## src/rtl/tiny16_pkg.sv

```systemverilog
`default_nettype none
// ============================================================================
// tiny16_pkg : shared register-map helpers for tiny16 peripherals
// Rev 1.0
// ============================================================================
package tiny16_pkg;

    function automatic int out_base();
        return 0;
    endfunction

    function automatic int in_base(input int n_out);
        return n_out;
    endfunction

    function automatic int status_addr(input int n_out, input int n_in);
        return n_out + n_in;
    endfunction

    function automatic int mask_addr(input int n_out, input int n_in);
        return n_out + n_in + 1;
    endfunction

endpackage
`default_nettype wire

```

## src/rtl/io_sync.sv

```systemverilog
`default_nettype none
// ============================================================================
// io_sync : 2-flop pin synchronizer plus history stage with change detect
// Rev 1.0
// ============================================================================
module io_sync #(
    parameter int WIDTH = 8
) (
    input  logic             clk,
    input  logic             rst,
    input  logic [WIDTH-1:0] pins,
    output logic [WIDTH-1:0] sync,
    output logic             change
);

    logic [WIDTH-1:0] meta;
    logic [WIDTH-1:0] stage2;
    logic [WIDTH-1:0] hist;

    always_ff @(posedge clk or posedge rst) begin
        if (rst) begin
            meta   <= '0;
            stage2 <= '0;
            hist   <= '0;
        end else begin
            meta   <= pins;
            stage2 <= meta;
            hist   <= stage2;
        end
    end

    assign sync   = stage2;
    assign change = |(stage2 ^ hist);

endmodule
`default_nettype wire

```

## src/rtl/io_ports.sv

```systemverilog
`default_nettype none
// ============================================================================
// io_ports : bus-mapped output/input pin ports with change-flag interrupt
// Rev 1.0
// ============================================================================
module io_ports
    import tiny16_pkg::*;
#(
    parameter int DATA_W = 16,
    parameter int PORT_W = 8,
    parameter int N_OUT  = 2,
    parameter int N_IN   = 2
) (
    input  logic                    clk,
    input  logic                    rst,
    input  logic                    addr_en,
    input  logic                    in_en,
    input  logic                    out_en,
    input  logic [DATA_W-1:0]       in,
    output logic [DATA_W-1:0]       out,
    input  logic [N_IN*PORT_W-1:0]  pins_in,
    output logic [N_OUT*PORT_W-1:0] pins_out,
    output logic                    irq
);

    localparam int OUT_BASE = out_base();
    localparam int IN_BASE  = in_base(N_OUT);
    localparam logic [DATA_W-1:0] STATUS_ADDR = DATA_W'(status_addr(N_OUT, N_IN));
    localparam logic [DATA_W-1:0] MASK_ADDR   = DATA_W'(mask_addr(N_OUT, N_IN));

    logic [DATA_W-1:0]            addr;
    logic [N_OUT-1:0][PORT_W-1:0] out_q;
    logic [N_IN-1:0][PORT_W-1:0]  in_sync;
    logic [N_IN-1:0]              in_change;
    logic [N_IN-1:0]              status;
    logic [N_IN-1:0]              mask;
    logic [N_IN-1:0]              status_clr;
    logic [DATA_W-1:0]            rd_data;

    for (genvar k = 0; k < N_IN; k++) begin : g_in_sync
        io_sync #(.WIDTH(PORT_W)) u_sync (
            .clk    (clk),
            .rst    (rst),
            .pins   (pins_in[k*PORT_W +: PORT_W]),
            .sync   (in_sync[k]),
            .change (in_change[k])
        );
    end

    assign status_clr = (in_en && addr == STATUS_ADDR) ? in[N_IN-1:0] : '0;

    // Writes decode against the address held before this edge, so an
    // address load on the same edge only affects the following access.
    always_ff @(posedge clk or posedge rst) begin
        if (rst) begin
            addr   <= '0;
            out_q  <= '0;
            status <= '0;
            mask   <= '0;
            irq    <= 1'b0;
        end else begin
            for (int k = 0; k < N_OUT; k++) begin
                if (in_en && addr == DATA_W'(OUT_BASE + k)) begin
                    out_q[k] <= in[PORT_W-1:0];
                end
            end
            if (in_en && addr == MASK_ADDR) begin
                mask <= in[N_IN-1:0];
            end
            // A fresh change overrides a simultaneous clear of the same bit.
            status <= (status & ~status_clr) | in_change;
            irq    <= |(status & mask);
            if (addr_en) begin
                addr <= in;
            end
        end
    end

    always_comb begin
        rd_data = '0;
        for (int k = 0; k < N_OUT; k++) begin
            if (addr == DATA_W'(OUT_BASE + k)) begin
                rd_data = DATA_W'(out_q[k]);
            end
        end
        for (int k = 0; k < N_IN; k++) begin
            if (addr == DATA_W'(IN_BASE + k)) begin
                rd_data = DATA_W'(in_sync[k]);
            end
        end
        if (addr == STATUS_ADDR) begin
            rd_data = DATA_W'(status);
        end
        if (addr == MASK_ADDR) begin
            rd_data = DATA_W'(mask);
        end
    end

    assign out      = out_en ? rd_data : '0;
    assign pins_out = out_q;

endmodule
`default_nettype wire

```

## config.mk

```make
export PLATFORM = sky130hd
export DESIGN_NAME = io_ports
export DESIGN_NICKNAME = d
export VERILOG_FILES = /design/src/rtl/tiny16_pkg.sv /design/src/rtl/io_sync.sv /design/src/rtl/io_ports.sv
export SDC_FILE = /design/constraint.sdc
export NUM_CORES = 1
export LEC_CHECK = 0
export ABC_AREA = 1
export BUFFER_PORTS_ARGS = -buffer_cell sky130_fd_sc_hd__buf_2
export CAP_MARGIN = 20
export CORE_UTILIZATION = 54
export CTS_BUF_LIST = sky130_fd_sc_hd__clkbuf_16
export CTS_CLUSTER_DIAMETER = 150
export CTS_CLUSTER_SIZE = 14
export DETAILED_ROUTE_END_ITERATION = 10
export GPL_ROUTABILITY_DRIVEN = 1
export GPL_TIMING_DRIVEN = 0
export PLACE_DENSITY = 0.86
export SLEW_MARGIN = 20
export SYNTH_ARGS = -nofsm -noshare
export SYNTH_HDL_FRONTEND = slang
export SYNTH_HIERARCHICAL = 1
export SYNTH_SLANG_ARGS = --single-unit
```

## constraint.sdc

```tcl
create_clock -name clk -period 1.9 [get_ports clk]
set_input_delay 0.38 -clock clk [delete_from_list [all_inputs] [get_ports clk]]
set_output_delay 0.38 -clock clk [all_outputs]
set_load 0.02 [all_outputs]
```

# == After elaboration in Yosys (flattened, before gate mapping) ==
# Cells that the tools add are included.
# classes
n_reduce_logical,8
bitwise_logic,6
eq_ne,5
n_mux,8
# op_table
cell,count
2-to-1 mux 16 bit,6
"equality test 16 x 2 -> 1 bit, second input constant",2
"equality test 16 x 3 -> 1 bit, second input constant",2
"equality test 16 x 1 -> 1 bit, second input constant",1
logical NOT 16 bit,1
OR reduction 8 bit,2
XOR 8 bit,2
2-to-1 mux 8 bit,1
bitwise AND 2 bit,2
logical AND 1 bit,4
2-to-1 mux 2 bit,1
NOT 2 bit,1
bitwise OR 2 bit,1
OR reduction 2 bit,1
# totals
reg_bits,85
in_bits,37
elab_cells,39
out_inout_bits,33

# == Depth between registers and ports, before layout ==
# depth
depth_word,8
ltp_mapped,12
mapped_depth_nobuf,11

# == Cells and area by module ==
# The synthesis kept the hierarchy.
# by_module_without_submodules
mod,cells_per_inst,area_each_um2,instances,seq_area_each_um2
io_ports,246,2064.5,1,925.9
io_sync,52,730.7,2,600.6

# == Worst setup path after synthesis ==
# No wires, ideal clock.
# synth_timing
path_type,reg2out
startpoint,register addr[2]
endpoint,output out[1]
path_stages_with_launch,10
slack_ns,-0.012
arrival_ns,1.532
cell_sequence,dfrtp_1 -> nor2_4 -> nand2_1 -> nor2_1 -> and2_1 -> buf_6 -> nand3_1 -> nand3_1 -> o21ai_1 -> a21oi_1
# synth_via
elab_chain_len,8
elab_cells_between_ends,13
classes_between,eq/ne: 5; mux: 7; reduce/logical: 1
# synth_lines
element,line_no,text
start: declaration,io_ports.sv:31,logic [DATA_W-1:0] addr;
start signal: assignment,io_ports.sv:74,addr <= in;
logical NOT 16 bit,io_ports.sv:82,if (addr == DATA_W'(OUT_BASE + k)) begin
2-to-1 mux 8 bit,io_ports.sv:82,
2-to-1 mux 16 bit,io_ports.sv:82,
2-to-1 mux 16 bit (2 in a row),io_ports.sv:87,if (addr == DATA_W'(IN_BASE + k)) begin
2-to-1 mux 16 bit,io_ports.sv:91,if (addr == STATUS_ADDR) begin
2-to-1 mux 16 bit (*),io_ports.sv:94,if (addr == MASK_ADDR) begin
2-to-1 mux 16 bit (*),io_ports.sv:99,assign out = out_en ? rd_data : '0;
end: declaration,io_ports.sv:20,"output logic [DATA_W-1:0] out,"
# Mark *: on every way between the ends. The rest lies on a longest branch, timed or not.

# == Final worst setup path ==
# layout_timing
startpoint,register addr[14]
endpoint,output out[0]
# The elaborated chain is that of the path after synthesis.

==> impl_metrics.yaml <==
sta:
  final-hold-violation-count: 0
  rsz_0062_raised_after_global_routing: "yes"
  worst_hold_slack_ns: 0.1467
  worst_slew_pin_tran_ns: 0.8521
  worst_slack_ns: -0.5618
  timing.slew.headroom_pct: 43.13
  finalCritPeriodShare_pct: 129.6
  final.min_clock_period_ns: 2.462
  achievable_clock_frequency_ghz: 0.4062
  maxSlewViolCount: 0
  totalNegativeSetupSlack_ns: -4.210
  finalSetupViolations: 8
  timing.clock.skew_ns: 0.007271
worst_setup_path:
  end_kind: "primary output"
  worst_r2r_startpoint: "addr[14]$_DFFE_PP0P_"
  reg_to_reg_setup_timing_slack_ns: 0.18
  reg2reg_depth: 10
  crit_path_max_fanout: 5
  worst-setup-path-type: "reg -> out"
  worstPathArrival_ns: 2.08
  worst-endpoint-required_ns: 1.52
  worst_setup_path_start_kind: "register"
  reg2reg_to: "pins_out[0]$_DFFE_PP0P_"
clock_tree:
  tritoncts: "done"
  clock_tree.root_cell: "sky130_fd_sc_hd__clkbuf_16"
  clk-insertion-delay-late_ns: 0.34
  numCtsBuffers: 9
  cts.clk_slew.worst_paths_ns: 0.06
  cts.htree.levels: 3
  clkSinkCount: 85
  cts-root-to-sink-buffers: 2
final_layout:
  final-instance-count-excl-fill: 519
  finish.net_count: 474
  finish.utilization_pct: 71.05
  antenna_cells: 0
  final_common_cell: "sky130_fd_sc_hd__dfrtp_1"
  area.growth.synth_to_final_pct: 27.22
  proportion_of_layout_cells_with_a_drive_suffix_above_1_pct: 37.10
  layout_common_cells: "sky130_fd_sc_hd__dfrtp_1, sky130_fd_sc_hd__nand2_1, sky130_fd_sc_hd__buf_2"
detailed_routing:
  number_of_detailed_routing_iterations_run_before_antenna_repair: 5
  detail_route.drc_violations: 0
  finalWirelength_mm: 8.369
  detail-route-antenna-nets: 0
  vias_per_cell: 5.478
  via_count: 2843
  route.detailed.wl_per_inst_um: 16.13
  detailed_route_iter0_violations: 280
synth:
  synth_sequential_area_ratio_pct: 60.33
  yosys.cell_types.count: 32
  asyncSetResetFlopFracSynth_pct: 100.0
  edff_count_synth: 0
  synthesis.yosys.warnings: 6
  post-synth-top-area-cell: "sky130_fd_sc_hd__dfrtp_1"
  instance_count_of_the_mapped_netlist: 350
  post_synth.cell_area_avg_um2: 10.07
  post_synth_instance_area_um2: 3526
  synth_top_area_share_pct: 60.33
  netlist_top_cells_area: "sky130_fd_sc_hd__dfrtp_1, sky130_fd_sc_hd__nand2_1, sky130_fd_sc_hd__inv_1, sky130_fd_sc_hd__nand3_1, sky130_fd_sc_hd__mux2_2"
  synth_seq_cells: 85
  synth_flop_cell: "sky130_fd_sc_hd__dfrtp_1"
global_route:
  grtUsageTotal_pct: 25.21
  first_global_vias: 2850
  grt_overflow_total: 0
  maximum_number_of_pins_on_one_net_before_global_route_repair: 38
  antenna_found_initial: 0
  first_pass_grt_wire_length_mm: 13.28
worst_hold_path:
  hold-path-endpoint: "g_in_sync[0].u_sync/meta[3]$_DFF_PP0_"
  min-delay-start: "pins_in[3]"
  depth_of_the_worst_hold_timing_path: 1
  holdCritPathClass: "in -> reg"
floorplanning:
  die_width_um: 82.81
  io_pins: 70
  fp-row-count: 29
  die_height_um: 82.81
  initial_core_util_pct: 55.85
  core_um2: 6314
  fp.dieArea_um2: 6857
power_and_ir_drop:
  switch_share_pct: 24.97
  leakage_nw: 2.295
  p_total_mw: 3.873
  pwr-share-seq_pct: 50.6
  ir_drop_mv: 0.7198
  p_per_area_nw_per_um2: 863.3
  netSwitchingPower_uw: 967.1
  clock_power_share_pct: 42.1
  p_int_mw: 2.905
  power.combinational.fraction_pct: 7.4
placement:
  placed_cells: 494
  place_congestion: 0.9088
  io_buffer_count: 60
  hpwlAfterDp_mm: 5.302
run_status:
  failed_checks: "negative setup slack"
  outcome: "complete, but fails checks"
flow_run:
  maxCapViolCount: 0
-- power groups by stage --
stage | registers [mW] | clock network [mW] | logic [mW]
3_5_place_dp | 1.99 | 0 | 0.249
6_report | 1.96 | 1.63 | 0.285
2_1_floorplan | 1.97 | 0 | 0.174
5_1_grt | 1.97 | 1.73 | 0.314
4_1_cts | 1.95 | 1.66 | 0.272
3_3_place_gp | 1.98 | 0 | 0.237
-- synth_stat cells (2+ instances only) --
cell                       number
sky130_fd_sc_hd__buf_6          4
sky130_fd_sc_hd__nor3_1         3
sky130_fd_sc_hd__nand2_2        3
sky130_fd_sc_hd__buf_4          9
sky130_fd_sc_hd__xnor2_1       10
sky130_fd_sc_hd__nor2_4         3
sky130_fd_sc_hd__nand2_1       76
sky130_fd_sc_hd__nand3_1       20
sky130_fd_sc_hd__nand3_2        2
sky130_fd_sc_hd__o21ai_0       15
sky130_fd_sc_hd__mux2_2         8
sky130_fd_sc_hd__clkbuf_1       3
sky130_fd_sc_hd__o21ai_1       15
sky130_fd_sc_hd__a21oi_1       10
sky130_fd_sc_hd__nand2_4        2
sky130_fd_sc_hd__nand4_1        2
sky130_fd_sc_hd__o21ai_2        8
sky130_fd_sc_hd__inv_1         36
sky130_fd_sc_hd__nor2_1        24
sky130_fd_sc_hd__dfrtp_1       85
-- cell type report --
| cell class | count | area (um^2) |
|---|---|---|
| clock buffer | 9 | 225.2 |
| fill | 414 | 1828 |
| timing repair buffer | 70 | 400.4 |
| buffer | 16 | 127.6 |
| clock inverter | 7 | 56.30 |
| tap | 77 | 96.34 |
| multi-input combinational | 217 | 1301 |
| sequential | 85 | 2128 |
| inverter | 38 | 150.1 |
-- metal layers --
layer	GRT usage (%)	vias to the layer above	wire length, um
met4	14.73	0	336
met1	29.50	1386	3108
met2	43.07	142	4419
li1	-	1276	-
met5	0	-	0
met3	5.169	39	504
-- kinds of logic after synthesis --
family                 after synthesis  synth area share [%]
other                                1                0.1064
multiplexers                         8                 2.555
flip-flops                          85                 60.33
buffers and inverters               55                 7.771
XOR/XNOR                            10                 2.484
AND/OR/NAND/NOR                    139                 18.17
AO/OA/AOI/OAI                       52                 8.588
-- flip-flops by register name (all words and copies together), names as in the netlist --
signal,count
irq,1
pins_out,16
addr,16
status,2
mask,2
g_in_sync.u_sync/meta,16
g_in_sync.u_sync/hist,16
g_in_sync.u_sync/sync,16
-- timing repair --
action	4_1_cts	5_1_grt
buffers inserted	8	1
cloned	1	0
resized for setup	32	25
pin swaps	6	13
setup endpoints to repair	8	8
hold buffers	0	0
-- critical path, cell delays in order, from the launching register on --
cell                      delay, ns
sky130_fd_sc_hd__dfrtp_1       0.37
sky130_fd_sc_hd__nor2_1        0.11
sky130_fd_sc_hd__nand2_1       0.10
sky130_fd_sc_hd__nor2_4        0.21
sky130_fd_sc_hd__buf_4         0.16
sky130_fd_sc_hd__nand3_2       0.11
sky130_fd_sc_hd__nor2_4        0.13
sky130_fd_sc_hd__nor2_1        0.07
sky130_fd_sc_hd__nand2_1       0.08
sky130_fd_sc_hd__nand2_1       0.08
sky130_fd_sc_hd__nand2_1       0.06
sky130_fd_sc_hd__nand2_1       0.04
sky130_fd_sc_hd__nor2_1        0.08
sky130_fd_sc_hd__buf_4         0.15
-- how the worst max path moves through the flow --
stage	slack, ns	to	depth (start not counted)	from
3_3_place_gp	-0.19	out[2]	9	addr[5]$_DFFE_PP0P_
5_1_grt	-0.65	out[0]	13	addr[13]$_DFFE_PP0P_
3_5_place_dp	-0.24	out[2]	9	addr[5]$_DFFE_PP0P_
6_report	-0.56	out[0]	13	addr[14]$_DFFE_PP0P_
2_1_floorplan	0.001	out[5]	9	addr[2]$_DFFE_PP0P_
4_1_cts	-0.50	out[2]	11	addr[8]$_DFFE_PP0P_
-- through the flow --
stage	setup slack, ns	cell area [um^2]
global route	-0.6521	4486
CTS	-0.4954	4405
detailed placement	-0.2376	3960
global placement	-0.1940	3960
floorplan	0.001003	3563
finish	-0.5618	4486
Note: power is estimated with default switching activity, not from simulation.
